--- src/rtl/regfile_arbiter_if.sv ---
`default_nettype none
// ============================================================================
// Module   : regfile_arbiter_if
// Purpose  : Two-requester request/ack bus between clients and the arbiter.
// Revision : 1.0
// ============================================================================
interface regfile_arbiter_if #(
    parameter int DW = 16,
    parameter int AW = 3
);
    logic [1:0]      req;
    logic [3:0]      op;
    logic [2*AW-1:0] addr;
    logic [2*AW-1:0] src;
    logic [2*DW-1:0] wdata;
    logic [1:0]      ack;
    logic [DW-1:0]   rdata;
    logic            busy;

    modport master (
        output req, op, addr, src, wdata,
        input  ack, rdata, busy
    );

    modport slave (
        input  req, op, addr, src, wdata,
        output ack, rdata, busy
    );
endinterface
`default_nettype wire

--- src/rtl/regfile_arbiter.sv ---
`default_nettype none
// ============================================================================
// Module   : regfile_arbiter
// Purpose  : Round-robin arbiter and op sequencer for an 8x16 register file.
// Revision : 1.0
// ============================================================================
module regfile_arbiter #(
    parameter int DW = 16,
    parameter int AW = 3
) (
    input  wire logic          clk,
    input  wire logic          reset_n,
    regfile_arbiter_if.slave   bus,
    output logic [DW-1:0]      rf_data_in,
    output logic [AW-1:0]      rf_writenum,
    output logic               rf_write,
    output logic [AW-1:0]      rf_readnum,
    input  wire logic [DW-1:0] rf_data_out
);

    localparam logic [1:0] c_OP_READ  = 2'b00;
    localparam logic [1:0] c_OP_WRITE = 2'b01;
    localparam logic [1:0] c_OP_COPY  = 2'b10;

    typedef enum logic [2:0] {
        S_IDLE    = 3'd0,
        S_READ    = 3'd1,
        S_WRITE   = 3'd2,
        S_COPY_RD = 3'd3,
        S_COPY_WR = 3'd4,
        S_DONE    = 3'd5
    } state_t;

    state_t        r_state;
    logic          r_last;
    logic [AW-1:0] r_addr;
    logic [DW-1:0] r_rdata;
    logic [1:0]    r_ack;
    logic          r_busy;
    logic [DW-1:0] r_rf_data_in;
    logic [AW-1:0] r_rf_writenum;
    logic          r_rf_write;
    logic [AW-1:0] r_rf_readnum;

    logic          w_any_req;
    logic          w_grant;
    logic [1:0]    w_sel_op;
    logic [AW-1:0] w_sel_addr;
    logic [AW-1:0] w_sel_src;
    logic [DW-1:0] w_sel_wdata;

    // Single requester wins outright; on contention the one not served last wins.
    always_comb begin
        w_any_req = |bus.req;
        w_grant   = bus.req[1];
        if (bus.req == 2'b11) begin
            w_grant = ~r_last;
        end
        w_sel_op    = w_grant ? bus.op[3:2]          : bus.op[1:0];
        w_sel_addr  = w_grant ? bus.addr[2*AW-1:AW]  : bus.addr[AW-1:0];
        w_sel_src   = w_grant ? bus.src[2*AW-1:AW]   : bus.src[AW-1:0];
        w_sel_wdata = w_grant ? bus.wdata[2*DW-1:DW] : bus.wdata[DW-1:0];
    end

    // Outputs are registered with the value they must hold in the next state.
    // r_rf_data_in doubles as the copy temporary: it captures the source word
    // in COPY_RD and presents it during COPY_WR.
    always_ff @(posedge clk) begin
        if (!reset_n) begin
            r_state       <= S_IDLE;
            r_last        <= 1'b1;
            r_addr        <= '0;
            r_rdata       <= '0;
            r_ack         <= '0;
            r_busy        <= 1'b0;
            r_rf_data_in  <= '0;
            r_rf_writenum <= '0;
            r_rf_write    <= 1'b0;
            r_rf_readnum  <= '0;
        end else begin
            r_ack         <= '0;
            r_rf_data_in  <= '0;
            r_rf_writenum <= '0;
            r_rf_write    <= 1'b0;
            r_rf_readnum  <= '0;
            case (r_state)
                S_IDLE: begin
                    if (w_any_req) begin
                        r_last <= w_grant;
                        r_addr <= w_sel_addr;
                        r_busy <= 1'b1;
                        case (w_sel_op)
                            c_OP_READ: begin
                                r_state      <= S_READ;
                                r_rf_readnum <= w_sel_addr;
                            end
                            c_OP_WRITE: begin
                                r_state       <= S_WRITE;
                                r_rf_write    <= 1'b1;
                                r_rf_writenum <= w_sel_addr;
                                r_rf_data_in  <= w_sel_wdata;
                            end
                            c_OP_COPY: begin
                                r_state      <= S_COPY_RD;
                                r_rf_readnum <= w_sel_src;
                            end
                            default: begin
                                r_state        <= S_DONE;
                                r_ack[w_grant] <= 1'b1;
                            end
                        endcase
                    end
                end
                S_READ: begin
                    r_rdata       <= rf_data_out;
                    r_state       <= S_DONE;
                    r_ack[r_last] <= 1'b1;
                end
                S_WRITE: begin
                    r_state       <= S_DONE;
                    r_ack[r_last] <= 1'b1;
                end
                S_COPY_RD: begin
                    r_state       <= S_COPY_WR;
                    r_rf_write    <= 1'b1;
                    r_rf_writenum <= r_addr;
                    r_rf_data_in  <= rf_data_out;
                end
                S_COPY_WR: begin
                    r_state       <= S_DONE;
                    r_ack[r_last] <= 1'b1;
                end
                S_DONE: begin
                    r_state <= S_IDLE;
                    r_busy  <= 1'b0;
                end
                default: begin
                    r_state <= S_IDLE;
                    r_busy  <= 1'b0;
                end
            endcase
        end
    end

    assign bus.ack     = r_ack;
    assign bus.rdata   = r_rdata;
    assign bus.busy    = r_busy;
    assign rf_data_in  = r_rf_data_in;
    assign rf_writenum = r_rf_writenum;
    // Gate so the regfile never commits while reset is asserted.
    assign rf_write    = r_rf_write & reset_n;
    assign rf_readnum  = r_rf_readnum;

endmodule
`default_nettype wire

--- src/flat_wrapper.sv ---
// flat-port wrapper written by rule: the top's interface ports become plain ports
module regfile_arbiter_flat 
#(
    parameter int DW = 16,
    parameter int AW = 3
)
  (clk, reset_n, rf_data_in, rf_writenum, rf_write, rf_readnum, rf_data_out, bus_req, bus_op, bus_addr, bus_src, bus_wdata, bus_ack, bus_rdata, bus_busy);
  regfile_arbiter_if #(.DW(DW), .AW(AW)) bus_i ();
  input  wire logic clk;
  input  wire logic reset_n;
  output logic [DW-1:0] rf_data_in;
  output logic [AW-1:0] rf_writenum;
  output logic rf_write;
  output logic [AW-1:0] rf_readnum;
  input  wire logic [DW-1:0] rf_data_out;
  input wire logic [$bits(bus_i.req)-1:0] bus_req;
  input wire logic [$bits(bus_i.op)-1:0] bus_op;
  input wire logic [$bits(bus_i.addr)-1:0] bus_addr;
  input wire logic [$bits(bus_i.src)-1:0] bus_src;
  input wire logic [$bits(bus_i.wdata)-1:0] bus_wdata;
  output wire logic [$bits(bus_i.ack)-1:0] bus_ack;
  output wire logic [$bits(bus_i.rdata)-1:0] bus_rdata;
  output wire logic [$bits(bus_i.busy)-1:0] bus_busy;
  assign bus_i.req = bus_req;
  assign bus_i.op = bus_op;
  assign bus_i.addr = bus_addr;
  assign bus_i.src = bus_src;
  assign bus_i.wdata = bus_wdata;
  assign bus_ack = bus_i.ack;
  assign bus_rdata = bus_i.rdata;
  assign bus_busy = bus_i.busy;
  regfile_arbiter #(.DW(DW), .AW(AW)) u_core (.clk(clk), .reset_n(reset_n), .bus(bus_i), .rf_data_in(rf_data_in), .rf_writenum(rf_writenum), .rf_write(rf_write), .rf_readnum(rf_readnum), .rf_data_out(rf_data_out));
endmodule
--- config.mk ---
export PLATFORM = sky130hd
export DESIGN_NAME = regfile_arbiter_flat
export DESIGN_NICKNAME = d
export VERILOG_FILES = /design/src/rtl/regfile_arbiter_if.sv /design/src/rtl/regfile_arbiter.sv /design/src/flat_wrapper.sv
export SDC_FILE = /design/constraint.sdc
export NUM_CORES = 1
export LEC_CHECK = 0
export ABC_AREA = 1
export CAP_MARGIN = 20
export CORE_MARGIN = 1
export CORE_UTILIZATION = 45
export CTS_CLUSTER_DIAMETER = 100
export DETAILED_ROUTE_END_ITERATION = 6
export DONT_BUFFER_PORTS = 1
export GPL_ROUTABILITY_DRIVEN = 0
export GPL_TIMING_DRIVEN = 0
export PLACE_DENSITY = 0.68
export SLEW_MARGIN = 0
export SYNTH_ARGS = -nofsm -noshare
export SYNTH_HDL_FRONTEND = slang
export SYNTH_SLANG_ARGS = --single-unit
--- constraint.sdc ---
create_clock -name clk -period 1.4 [get_ports clk]
set_input_delay 0.21 -clock clk [delete_from_list [all_inputs] [get_ports clk]]
set_output_delay 0.21 -clock clk [all_outputs]
set_load 0.005 [all_outputs]
==> impl_metrics.json <==
{
  "clk_latency_ns": 0.30,
  "cts.clk_slew.worst_paths_ns": 0.09,
  "die_w_um": 73.7,
  "status": "finished clean",
  "clockPowerShare_pct": 21.8,
  "synth_fa_ha_area_share_pct": 1.62,
  "initial_core_util_pct": 47.7,
  "synth_area_um2": 2310,
  "p_seq_share_pct": 42.8,
  "initialDrtViolationCount": 91,
  "cts_max_path_buffers": 2,
  "drive_above_1_share_pct": 30.5,
  "pwr-share-comb_pct": 35.4,
  "cts_sinks": 49,
  "yosysUniqueCellTypes": 25,
  "hold_path_class": "in -> reg",
  "ir_drop_mv": 0.742,
  "ios": 110,
  "nets": 395,
  "overflow": 0,
  "synth-xor-area-share_pct": 0,
  "cts_tree": "done",
  "yosys_warnings": 0,
  "cp.arrival_ns": 1.62,
  "io_buffers": 0,
  "fmaxAchievable_mhz": 720,
  "path_class": "reg -> reg",
  "dieArea_um2": 5430,
  "cts-hold-fix-buffers": 0,
  "setup_viol": 0,
  "track_usage_pct": 21.2,
  "ys_ff_latch": 49,
  "die_y_um": 73.7,
  "rows": 25,
  "diodes": 0,
  "endpoint_kind": "flop",
  "hpwl_um": 4170,
  "yosys.area.top_type": "dfxtp_1",
  "fin_hold_ws_ns": 0.0472,
  "fin_ws_ns": 0.0106,
  "synth_compound_area_share_pct": 18.8,
  "p_int_mw": 2.94,
  "ant_nets": 0,
  "remaining_drc_errors": 0,
  "synth_top_family_by_area": "simple AND/OR/NAND/NOR gates",
  "yosys.area_share.simple_pct": 27.2,
  "numCtsBuffers": 5,
  "routedWlPerCell_um": 14.2,
  "grt_start_max_net_pins": 17,
  "synth_top_area_share_pct": 42.4,
  "finalCritPeriodShare_pct": 99.2,
  "ys_seq_area_share_pct": 42.4,
  "cap_violations": 0,
  "via_count": 1986,
  "drv_slew": 0,
  "path_max_fanout": 10,
  "critPathLaunchType": "flop",
  "rsz0062_at_grt": "true",
  "p_per_area_nw_per_um2": 1720,
  "pre_cts_ws_ns": -0.140,
  "antenna_found_initial": 0,
  "synthTopCellsByArea": "dfxtp_1 42%, nand2_1 17%, a21oi_2 7.2%, a21oi_1 6.3%, o21ai_0 4.8%",
  "h-tree-depth": 2,
  "syn_nets": 378,
  "hold_viol": 0,
  "grt_pass1_vias": 1828,
  "crit_required_ns": 1.63,
  "power_leakage_nw": 1.18,
  "final_core_util_pct": 56.4,
  "netSwitchingPower_mw": 1.77,
  "max_slew_margin_pct": 56.1,
  "cts_root_buffer": "clkbuf_8",
  "area.growth.synth_to_final_pct": 18.1,
  "switching_share_pct": 37.6,
  "syn_inst": 307,
  "worst_pin_slew_ns": 0.659,
  "synth_mux_area_share_pct": 0,
  "viasPerCell": 5.07,
  "dr.pass1.iters": 4,
  "grt_pass1_wl_um": 8630,
  "fin_skew_ns": 0.00654,
  "wl_um": 5580,
  "syn_area_per_cell_um2": 7.54,
  "fin_crit_ns": 1.39,
  "coreArea_um2": 4850
}
## final timing paths
check	startpoint	endpoint	slack, ns	cells past startpoint
max	u_core.r_last	u_core.rf_data_in[3]	0.01	10
min	rf_data_out[13]	u_core.rf_data_in[13]	0.05	2
max reg2reg	u_core.r_last	u_core.rf_data_in[3]	0.01	10
min reg2reg	u_core.bus.rdata[11]	u_core.bus.rdata[11]	0.47	2
## Yosys cell counts
cell and instances:
nand2_1 102, dfxtp_1 49, a21oi_1 29, inv_1 27
o21ai_0 22, a21oi_2 19, nand2_2 15, nor2_1 6
buf_2 5, buf_4 5, inv_2 4, nand3_1 4
ha_1 3, nand2_4 3, buf_12 2, nand3_2 2
nor2_8 2, buf_1 1, clkbuf_1 1, clkbuf_2 1
nand4_1 1, nor2_2 1, nor3_1 1, o21a_1 1
o21ai_1 1
## cells by family (layout without fill, tap and decap cells)
kind of cell / Yosys count / after routing
compound gates: 72 / 72
fa+ha+maj: 3 / 3
buf+inv: 46 / 64
flops: 49 / 49
simple gates: 137 / 137
## power groups by stage
stage / combinational [mW] / clock, mW / sequential, mW
6_report: 1.67 / 1.03 / 2.01
4_1_cts: 1.68 / 1.05 / 2.02
3_5_place_dp: 1.46 / 0 / 2.05
3_3_place_gp: 1.43 / 0 / 2.04
2_1_floorplan: 1.20 / 0 / 2.00
5_1_grt: 1.87 / 1.11 / 2.07
## area by class of cell
cell class / instances / area, um2
flip-flops and latches: 49 / 982
inverters: 31 / 121
repair buffers: 12 / 123
well taps: 67 / 83.8
clock buffers: 5 / 68.8
plain buffers: 13 / 93.8
fillers: 467 / 2110
clock inverters: 3 / 43.8
multi-input cells: 212 / 1220
## flip-flops by register name, indices dropped and copies added (netlist names)
signal              count
u_core.rf_readnum       3
u_core.rf_data_in      16
u_core.bus.busy         1
u_core.bus.rdata       16
u_core.r_state          3
u_core.r_last           1
u_core.rf_writenum      3
u_core.r_addr           3
u_core.bus.ack          2
u_core.r_rf_write       1
## cell usage in the layout, fill, tap and decap left out, types with 2 or more instances in the layout
| cell type | count |
|---|---|
| clkbuf_8 | 5 |
| nor2_1 | 5 |
| inv_2 | 5 |
| inv_1 | 24 |
| ha_4 | 2 |
| a21oi_1 | 28 |
| dfxtp_1 | 48 |
| nand2_4 | 12 |
| buf_4 | 10 |
| buf_2 | 5 |
| o21ai_0 | 21 |
| nand3_1 | 3 |
| buf_8 | 3 |
| nor2_2 | 2 |
| buf_6 | 3 |
| nand3_2 | 3 |
| nand2_1 | 90 |
| inv_4 | 2 |
| a21oi_2 | 20 |
| nand2_2 | 18 |
| nor2_8 | 2 |
## worst max-delay path, stage by stage, from the launching register on
cell and delay [ns]:
dfxtp_2 0.34, nand2_4 0.08, nand2_4 0.06, buf_4 0.13, buf_4 0.14, inv_4 0.10, buf_8 0.15, nand2_1 0.05
nand2_1 0.10, nand2_4 0.05, a21oi_2 0.11
## routing by layer
| layer | vias to the layer above | global-route usage [%] | wire length [um] |
|---|---|---|---|
| li1 | 994 | - | - |
| met1 | 896 | 26.3 | 2340 |
| met2 | 86 | 35.4 | 2710 |
| met3 | 10 | 4.12 | 404 |
| met4 | 0 | 9.40 | 123 |
| met5 | - | 0 | 0 |
## stage by stage
stage | total power [mW] | setup TNS [ns] | area [um2] | instances
after floorplan | 3.19 | 0 | 2320 | 307
after global placement | 3.48 | -1.93 | 2400 | 374
after detailed placement | 3.51 | -2.62 | 2400 | 374
after CTS | 4.75 | -0.324 | 2690 | 393
after global routing | 5.05 | -1.11 | 2730 | 392
final | 4.71 | 0 | 2730 | 392
## repair_timing
item	in CTS	in global routing
buffers inserted	9	2
setup endpoints to repair	24	24
pin swaps	6	13
gates resized for setup	15	30
gates cloned	2	0
(Power assumes the default switching activity.)
